$ cat src/rtl/basys3_io_pkg.sv
// Shared board-level constants for the Basys3 I/O blocks.
// No ports; imported by sw_debouncer and debounce_bit.
package basys3_io_pkg;

  localparam int unsigned CLK_FREQ_HZ = 100_000_000;

  // 10 ms of settling at the board clock rate.
  localparam int unsigned DEFAULT_DEBOUNCE_CYCLES = CLK_FREQ_HZ / 100;

  // Width of a counter that can hold 0..cycles.
  function automatic int unsigned debounce_cnt_w(input int unsigned cycles);
    return $clog2(cycles + 1);
  endfunction

endpackage

$ cat src/rtl/debounce_bit.sv
// Single switch debouncer: two-flop synchronizer, stability counter,
// accepted level and registered rise/fall pulses.
// Ports:
//   clk, reset_n       clock, synchronous active-low reset
//   sw_in              raw asynchronous switch level
//   sw_out             debounced level (registered)
//   rise, fall         one-cycle pulses on sw_out 0->1 / 1->0 (registered)
//   accept_next        high in the cycle before sw_out changes; lets the
//                      parent register a summary pulse aligned with rise/fall
module debounce_bit
  import basys3_io_pkg::*;
#(
  parameter int unsigned DEBOUNCE_CYCLES = DEFAULT_DEBOUNCE_CYCLES,
  parameter int unsigned CNT_W           = debounce_cnt_w(DEBOUNCE_CYCLES)
) (
  input  logic clk,
  input  logic reset_n,
  input  logic sw_in,
  output logic sw_out,
  output logic rise,
  output logic fall,
  output logic accept_next
);

  localparam logic [CNT_W-1:0] LAST_CNT = CNT_W'(DEBOUNCE_CYCLES - 1);

  logic             r_sync1;
  logic             r_sync2;
  logic [CNT_W-1:0] r_cnt;
  logic             r_level;
  logic             r_rise;
  logic             r_fall;

  logic w_differ;
  logic w_accept;

  assign w_differ = r_sync2 ^ r_level;
  // Accept on the edge where the count has reached its last value; the
  // counter therefore never goes past LAST_CNT.
  assign w_accept = w_differ && (r_cnt == LAST_CNT);

  always_ff @(posedge clk) begin
    if (!reset_n) begin
      r_sync1 <= 1'b0;
      r_sync2 <= 1'b0;
      r_cnt   <= '0;
      r_level <= 1'b0;
      r_rise  <= 1'b0;
      r_fall  <= 1'b0;
    end else begin
      r_sync1 <= sw_in;
      r_sync2 <= r_sync1;
      r_rise  <= w_accept & r_sync2;
      r_fall  <= w_accept & ~r_sync2;
      if (!w_differ) begin
        // Any return to the accepted level discards the partial count.
        r_cnt <= '0;
      end else if (w_accept) begin
        r_cnt   <= '0;
        r_level <= r_sync2;
      end else begin
        r_cnt <= r_cnt + CNT_W'(1);
      end
    end
  end

  assign sw_out      = r_level;
  assign rise        = r_rise;
  assign fall        = r_fall;
  assign accept_next = w_accept;

endmodule

$ cat src/rtl/sw_debouncer.sv
// Debounces WIDTH independent board switches.
// Ports:
//   clk, reset_n   clock, synchronous active-low reset
//   sw_in          raw asynchronous switch levels
//   sw_out         debounced levels (registered)
//   rise, fall     per-bit one-cycle edge pulses (registered)
//   changed        one-cycle pulse when any bit pulses rise or fall
module sw_debouncer
  import basys3_io_pkg::*;
#(
  parameter int unsigned WIDTH           = 16,
  parameter int unsigned DEBOUNCE_CYCLES = DEFAULT_DEBOUNCE_CYCLES
) (
  input  logic             clk,
  input  logic             reset_n,
  input  logic [WIDTH-1:0] sw_in,
  output logic [WIDTH-1:0] sw_out,
  output logic [WIDTH-1:0] rise,
  output logic [WIDTH-1:0] fall,
  output logic             changed
);

  localparam int unsigned CNT_W = $clog2(DEBOUNCE_CYCLES + 1);

  logic [WIDTH-1:0] w_accept;
  logic             r_changed;

  for (genvar g = 0; g < WIDTH; g++) begin : g_bit
    debounce_bit #(
      .DEBOUNCE_CYCLES (DEBOUNCE_CYCLES),
      .CNT_W           (CNT_W)
    ) u_bit (
      .clk         (clk),
      .reset_n     (reset_n),
      .sw_in       (sw_in[g]),
      .sw_out      (sw_out[g]),
      .rise        (rise[g]),
      .fall        (fall[g]),
      .accept_next (w_accept[g])
    );
  end

  // Registered from the per-bit accept strobes so it lands in the same
  // cycle as rise/fall rather than one cycle after them.
  always_ff @(posedge clk) begin
    if (!reset_n) begin
      r_changed <= 1'b0;
    end else begin
      r_changed <= |w_accept;
    end
  end

  assign changed = r_changed;

endmodule

$ cat config.mk
export PLATFORM = sky130hd
export DESIGN_NAME = sw_debouncer
export DESIGN_NICKNAME = d
export VERILOG_FILES = /design/src/rtl/basys3_io_pkg.sv /design/src/rtl/debounce_bit.sv /design/src/rtl/sw_debouncer.sv
export SDC_FILE = /design/constraint.sdc
export NUM_CORES = 1
export LEC_CHECK = 0
export BUFFER_PORTS_ARGS = -buffer_cell sky130_fd_sc_hd__buf_2
export CAP_MARGIN = 5
export CELL_PAD_IN_SITES_DETAIL_PLACEMENT = 1
export CELL_PAD_IN_SITES_GLOBAL_PLACEMENT = 1
export CORE_ASPECT_RATIO = 1.25
export CORE_UTILIZATION = 25
export CTS_BUF_LIST = sky130_fd_sc_hd__clkbuf_2 sky130_fd_sc_hd__clkbuf_4 sky130_fd_sc_hd__clkbuf_8
export CTS_CLUSTER_DIAMETER = 120
export CTS_CLUSTER_SIZE = 40
export DETAILED_ROUTE_END_ITERATION = 6
export PLACE_DENSITY = 0.44
export SLEW_MARGIN = 30
export SYNTH_ARGS = -nofsm -noshare
export SYNTH_HDL_FRONTEND = slang
export SYNTH_SLANG_ARGS = --single-unit
$ cat constraint.sdc
create_clock -name clk -period 2.7 [get_ports clk]
set_input_delay 0.27 -clock clk [delete_from_list [all_inputs] [get_ports clk]]
set_output_delay 0.27 -clock clk [all_outputs]
set_load 0.1 [all_outputs]
# [Word level (Yosys, flattened, before mapping)]
# Cells that the tools add are included.
[word_totals] reg_bits=401 ram_bits=0 mem_count=0 mem_bits_ro=0 input_bits=18 latch_bits=0
[op_classes] mul=0 div=0 n_eq_ne=16 order_cmp=0 n_shift=0 addsub=16 bitwise_logic=81 n_reduce_logical=49 n_mux=0
[op_table] operator="20-bit by 1-bit adder with 20-bit output (second input constant)" count=16
[op_table] operator="20-bit equality test (second input constant)" count=16
[op_table] operator="3-bit OR reduction" count=16
[op_table] operator="1-bit inverter" count=33
[op_table] operator="1-bit AND" count=32
[op_table] operator="2-bit AND reduction" count=16
[op_table] operator="1-bit logical AND" count=16
[op_table] operator="16-bit OR reduction" count=1
[op_table] operator="1-bit bitwise XOR" count=16

# [Depth between registers and ports, before layout]
[depth] word_depth=3 mapped_depth=7 depth_no_buf=6

# [Modules after synthesis]
# Synthesis repeated with hierarchy kept, for this count alone.
[unflattened] cells_unflattened=1970 area_unflattened_um2=18327.6
[by_module_without_submodules] module="debounce_bit at g_bit[0].u_bit ..." instances=15 area_each_um2=1144.8 cells_per_inst=123
[by_module_without_submodules] module="debounce_bit at g_bit[9].u_bit" instances=1 area_each_um2=1097.3 cells_per_inst=118
[by_module_without_submodules] module="sw_debouncer" instances=1 area_each_um2=57.6 cells_per_inst=7

# [Worst setup path after synthesis]
# OpenSTA, ideal clock, no wires.
[synth_timing] path_type="register -> register" startpoint="register g_bit[4].u_bit.r_cnt[13]" endpoint="register g_bit[4].u_bit.r_cnt[11]" slack_ns=0.540 path_buffers=1 required_time_ns=2.585 path_stages_with_launch=7 arrival_time_ns=2.045 setup_time_ns=0.115 cell_sequence="dfxtp_1 -> or4b_1 -> or4_1 -> or4b_4 -> nand3_2 -> buf_4 -> nor2_1"
[synth_between] elab_chain_cells=3
[synth_rtl] element="start, declared" line="debounce_bit.sv:29" source="logic [CNT_W-1:0] r_cnt;"
[synth_rtl] element="start signal, assigned" line="debounce_bit.sv:62" source="r_cnt <= r_cnt + CNT_W'(1);"
[synth_rtl] element="20-bit equality test" line="debounce_bit.sv:40" source="assign w_accept = w_differ && (r_cnt == LAST_CNT);"
[synth_rtl] element="1-bit logical AND" line="debounce_bit.sv:40"
[synth_rtl] element="3-bit OR reduction (no source line)"
# Every way passes these cells.
# A chain may end at the register's enable or synchronous reset.

# [Worst setup path in the final report]
[layout_timing] startpoint="register g_bit[4].u_bit.r_cnt[13]" endpoint="register g_bit[4].u_bit.r_cnt[17]"
[layout_between] elab_chain_cells=3 elab_cells_between_ends=4
[layout_rtl] element="parallel branches: the longest is 3 deep, another holds 20-bit by 1-bit adder with 20-bit output"
# Parallel ways; which one is timed is not known.

==> metrics.json <==
{
  "run_status": "complete, no violations",
  "grt_start_max_net_pins": 41,
  "dr.first_iter.drc_count": 347,
  "ctsHtreeMaxLevel": 1,
  "finalWeightedCongestion": 0.7442,
  "critical_path.reg2reg.startpoint": "g_bit[4].u_bit.r_cnt[13]",
  "clock.fmax_mhz": 408.6,
  "grt_remaining_overflow": 0,
  "synth_enable_flop_cells": 0,
  "total_leakage_power_nw": 5.899,
  "post-route-worst-setup-slack_ns": 0.2527,
  "power.density_nw_per_um2": 481.2,
  "postSynthAreaPerCell_um2": 8.980,
  "grt_first_pass_wirelength_um": 65420,
  "comb_power_share_pct": 1.8,
  "top_layer_used": "met4",
  "cts_buffer_depth": 3,
  "worstSetupPathType": "reg2reg",
  "p_switching_mw": 2.087,
  "slew-limit-headroom_pct": 39.30,
  "layout.nets": 1933,
  "share_clk_of_total_power_pct": 30.2,
  "reg2reg_slack_ns": 0.25,
  "final.setup_skew_ns": 0.04818,
  "die_area_um2": 67420,
  "worst_r2r_path_depth": 5,
  "layout_min_cycle_time_ns": 2.447,
  "antenna_found_initial": 1,
  "grtUsageTotal_pct": 11.63,
  "remaining_antenna_violation_count": 0,
  "synth.lib_cells_used.distinct": 43,
  "final_hold_viol_count": 0,
  "vias": 12230,
  "share_of_synthesized_registers_carrying_an_async_set_or_reset_pct": 0,
  "dieHeight_um": 290.1,
  "path_max_fanout": 20,
  "cp_data_arrival_time_ns": 2.99,
  "place_hpwl_um": 28250,
  "worst_skew_pair.late_latency_ns": 0.63,
  "timing.final.max_slew_violations": 0,
  "count_of_buffers_inserted_at_the_top_level_ports": 66,
  "setup-tns-final_ns": 0,
  "placement_rows": 105,
  "worstHoldPathType": "in2reg",
  "routed_via_density": 4.427,
  "worstSetupStartpoint": "g_bit[4].u_bit.r_cnt[13]",
  "design.portCount": 67,
  "max-cap-violations": 0,
  "final_setup_violation_count": 0,
  "fp.dieW_um": 232.4,
  "synth-seq-area-share_pct": 48.38,
  "timing.final.crit_share_pct": 90.64,
  "tritoncts": "done",
  "synth.net_count": 1882,
  "sequential_group_share_of_total_power_pct": 68.0,
  "first_global_vias": 12860,
  "finalInstanceArea_um2": 18280,
  "vdd_ir_drop_max_mv": 0.2891,
  "detail_route.wirelength_um": 38650,
  "switching_share_pct": 23.72,
  "post_dp_cell_area_um2": 17770,
  "cell_area_after_synthesis_um2": 16590,
  "cts_post_setup_buffers_inserted": 0,
  "detail_route.wl_per_cell_um": 13.99,
  "core_area_um2": 65690,
  "dr_wl_met3_um": 881,
  "preCtsSetupSlack_ns": 0.2596,
  "ys_ff_latch": 401,
  "rsz_0062_raised_after_global_routing": "no",
  "cts.reportedPaths.clkPinSlew_ns": 0.22,
  "wirelength_met1_um": 18170,
  "post-route-drc-count": 0,
  "areaGrowthSynthToFinish_pct": 10.18,
  "cp-start-kind": "flip-flop",
  "multi_input_comb_area_um2": 7875,
  "endpoint": "g_bit[4].u_bit.r_cnt[17]",
  "firstDrtPassIters": 5,
  "synthesis.instances": 1848,
  "main_synth_ff_type": "sky130_fd_sc_hd__dfxtp_1",
  "worst_setup_path_end_kind": "flip-flop",
  "worst_ep_required_time_ns": 3.24,
  "drive_gt1_share_pct": 7.927,
  "intPower_mw": 6.711,
  "worst_pin_slew_ns": 0.9036,
  "cts_num_sinks": 401,
  "initial_core_utilization_pct": 25.26,
  "tritoncts.num_buffers": 15,
  "reg2reg_to": "g_bit[4].u_bit.r_cnt[17]",
  "root_buffer": "sky130_fd_sc_hd__clkbuf_8",
  "met2_length_um": 18940,
  "regArea_um2": 8028,
  "yosys_warnings": 0,
  "fillerInstances": 7729
}
[per-layer routing]
| layer | up-vias | track usage (%) |
|---|---|---|
| met4 | 0 | 2.696 |
| met5 | - | 0 |
| met2 | 65 | 20.62 |
| met1 | 5927 | 14.84 |
| li1 | 6216 | - |
| met3 | 24 | 1.356 |
[repair_timing]
item                                   4_1_cts  5_1_grt
resized for setup                            0        0
hold buffers                                18        0
endpoints found under the hold margin       20        0
[layout make-up]
cell class | count | area share (%)
Clock buffer | 15 | 1.129
Clock inverter | 8 | 0.6775
Inverter | 41 | 0.8417
Timing Repair Buffer | 125 | 4.489
Tap cell | 856 | 5.858
Multi-Input combinational cell | 1315 | 43.07
Sequential cell | 401 | 43.91
Antenna cell | 2 | 0.02737
[synth_stat cells, types with 34 or more instances]
cell type                  number  share of area, %
sky130_fd_sc_hd__and2_1        37               1.4
sky130_fd_sc_hd__and3_1        48               1.8
sky130_fd_sc_hd__buf_4         50               2.3
sky130_fd_sc_hd__clkbuf_1      34              0.77
sky130_fd_sc_hd__dfxtp_1      401                48
sky130_fd_sc_hd__inv_1         41              0.93
sky130_fd_sc_hd__nand2_1      104               2.4
sky130_fd_sc_hd__nand3_1      123               3.7
sky130_fd_sc_hd__nand4_1       64               2.4
sky130_fd_sc_hd__nor2_1       397               9.0
sky130_fd_sc_hd__nor3_1        64               1.9
sky130_fd_sc_hd__nor4_1        46               1.7
sky130_fd_sc_hd__xnor2_1      152               8.0
sky130_fd_sc_hd__xor2_1       149               7.9
[cell families (layout without fill, tap and decap cells)]
kind of cell	Yosys count	after routing	share of synthesized area (%)
buffers and inverters	132	189	4.170
adders and majority gates	16	16	1.206
muxes	16	16	0.9651
xor gates and xnor gates	301	301	15.89
AOI/OAI and AO/OA	7	7	0.2789
other	0	2	0
and+or+nand+nor	975	975	29.12
DFF	401	401	48.38
[cell usage in the layout (no fill, tap or decap), types with 6 or more instances in the layout]
cell                            count
sky130_fd_sc_hd__nor4bb_1           6
sky130_fd_sc_hd__ha_1              16
sky130_fd_sc_hd__xor2_1           149
sky130_fd_sc_hd__xnor2_1          152
sky130_fd_sc_hd__inv_1             40
sky130_fd_sc_hd__clkbuf_8          15
sky130_fd_sc_hd__nor2_1           397
sky130_fd_sc_hd__mux2i_1           16
sky130_fd_sc_hd__nor4b_1           11
sky130_fd_sc_hd__nand2_1          104
sky130_fd_sc_hd__dlygate4sd3_1     18
sky130_fd_sc_hd__buf_4             42
sky130_fd_sc_hd__buf_2             65
sky130_fd_sc_hd__and2_1            37
sky130_fd_sc_hd__nor3_1            64
sky130_fd_sc_hd__nand4_1           64
sky130_fd_sc_hd__dfxtp_1          401
sky130_fd_sc_hd__and4_1            25
sky130_fd_sc_hd__nand3_1          123
sky130_fd_sc_hd__and3_1            48
sky130_fd_sc_hd__or4_1              7
sky130_fd_sc_hd__nor4_1            46
[worst min-delay path by stage]
stage	cells after the start	slack (ns)	to	start
4_1_cts	3	0.30	g_bit[7].u_bit.r_sync1	sw_in[7]
3_5_place_dp	1	0.42	g_bit[15].u_bit.r_sync2	g_bit[15].u_bit.r_sync1
6_report	3	0.37	g_bit[10].u_bit.r_sync1	sw_in[10]
2_1_floorplan	1	0.40	g_bit[0].u_bit.r_sync1	sw_in[0]
3_3_place_gp	1	0.41	g_bit[15].u_bit.r_sync2	g_bit[15].u_bit.r_sync1
5_1_grt	3	0.30	g_bit[10].u_bit.r_sync1	sw_in[10]
[power groups by stage]
stage | combinational [mW] | clock, mW | sequential (mW)
2_1_floorplan | 0.0813 | 0 | 6.09
3_3_place_gp | 0.146 | 0 | 6.10
3_5_place_dp | 0.148 | 0 | 6.10
4_1_cts | 0.168 | 2.93 | 5.99
5_1_grt | 0.181 | 3.10 | 6.00
6_report | 0.159 | 2.65 | 5.98
[through the flow]
| stage | total power [mW] | instances | utilization [%] | hold slack, ns |
|---|---|---|---|---|
| after floorplan | 6.174 | 1848 | - | 0.3973 |
| after global placement | 6.247 | 2720 | 27.05 | 0.4139 |
| after detailed placement | 6.250 | 2720 | 27.05 | 0.4226 |
| after CTS | 9.091 | 2761 | 27.83 | 0.2981 |
| after global routing | 9.281 | 2763 | 27.83 | 0.3001 |
| final | 8.798 | 2763 | 27.83 | 0.3680 |
[registers in the layout (all words and copies together), names as in the netlist]
name	count
g_bit.u_bit.rise	16
g_bit.u_bit.fall	16
g_bit.u_bit.r_cnt	320
g_bit.u_bit.r_sync2	16
g_bit.u_bit.sw_out	16
g_bit.u_bit.r_sync1	16
changed	1
[worst max-delay path: stages, from the launching register on]
cell and delay [ns]:
sky130_fd_sc_hd__dfxtp_1 0.40, sky130_fd_sc_hd__or4b_1 0.50, sky130_fd_sc_hd__or4_1 0.46, sky130_fd_sc_hd__or4b_4 0.56
sky130_fd_sc_hd__nand3_2 0.34, sky130_fd_sc_hd__nor2_1 0.10
No activity file was read; power rests on OpenSTA's default activity.
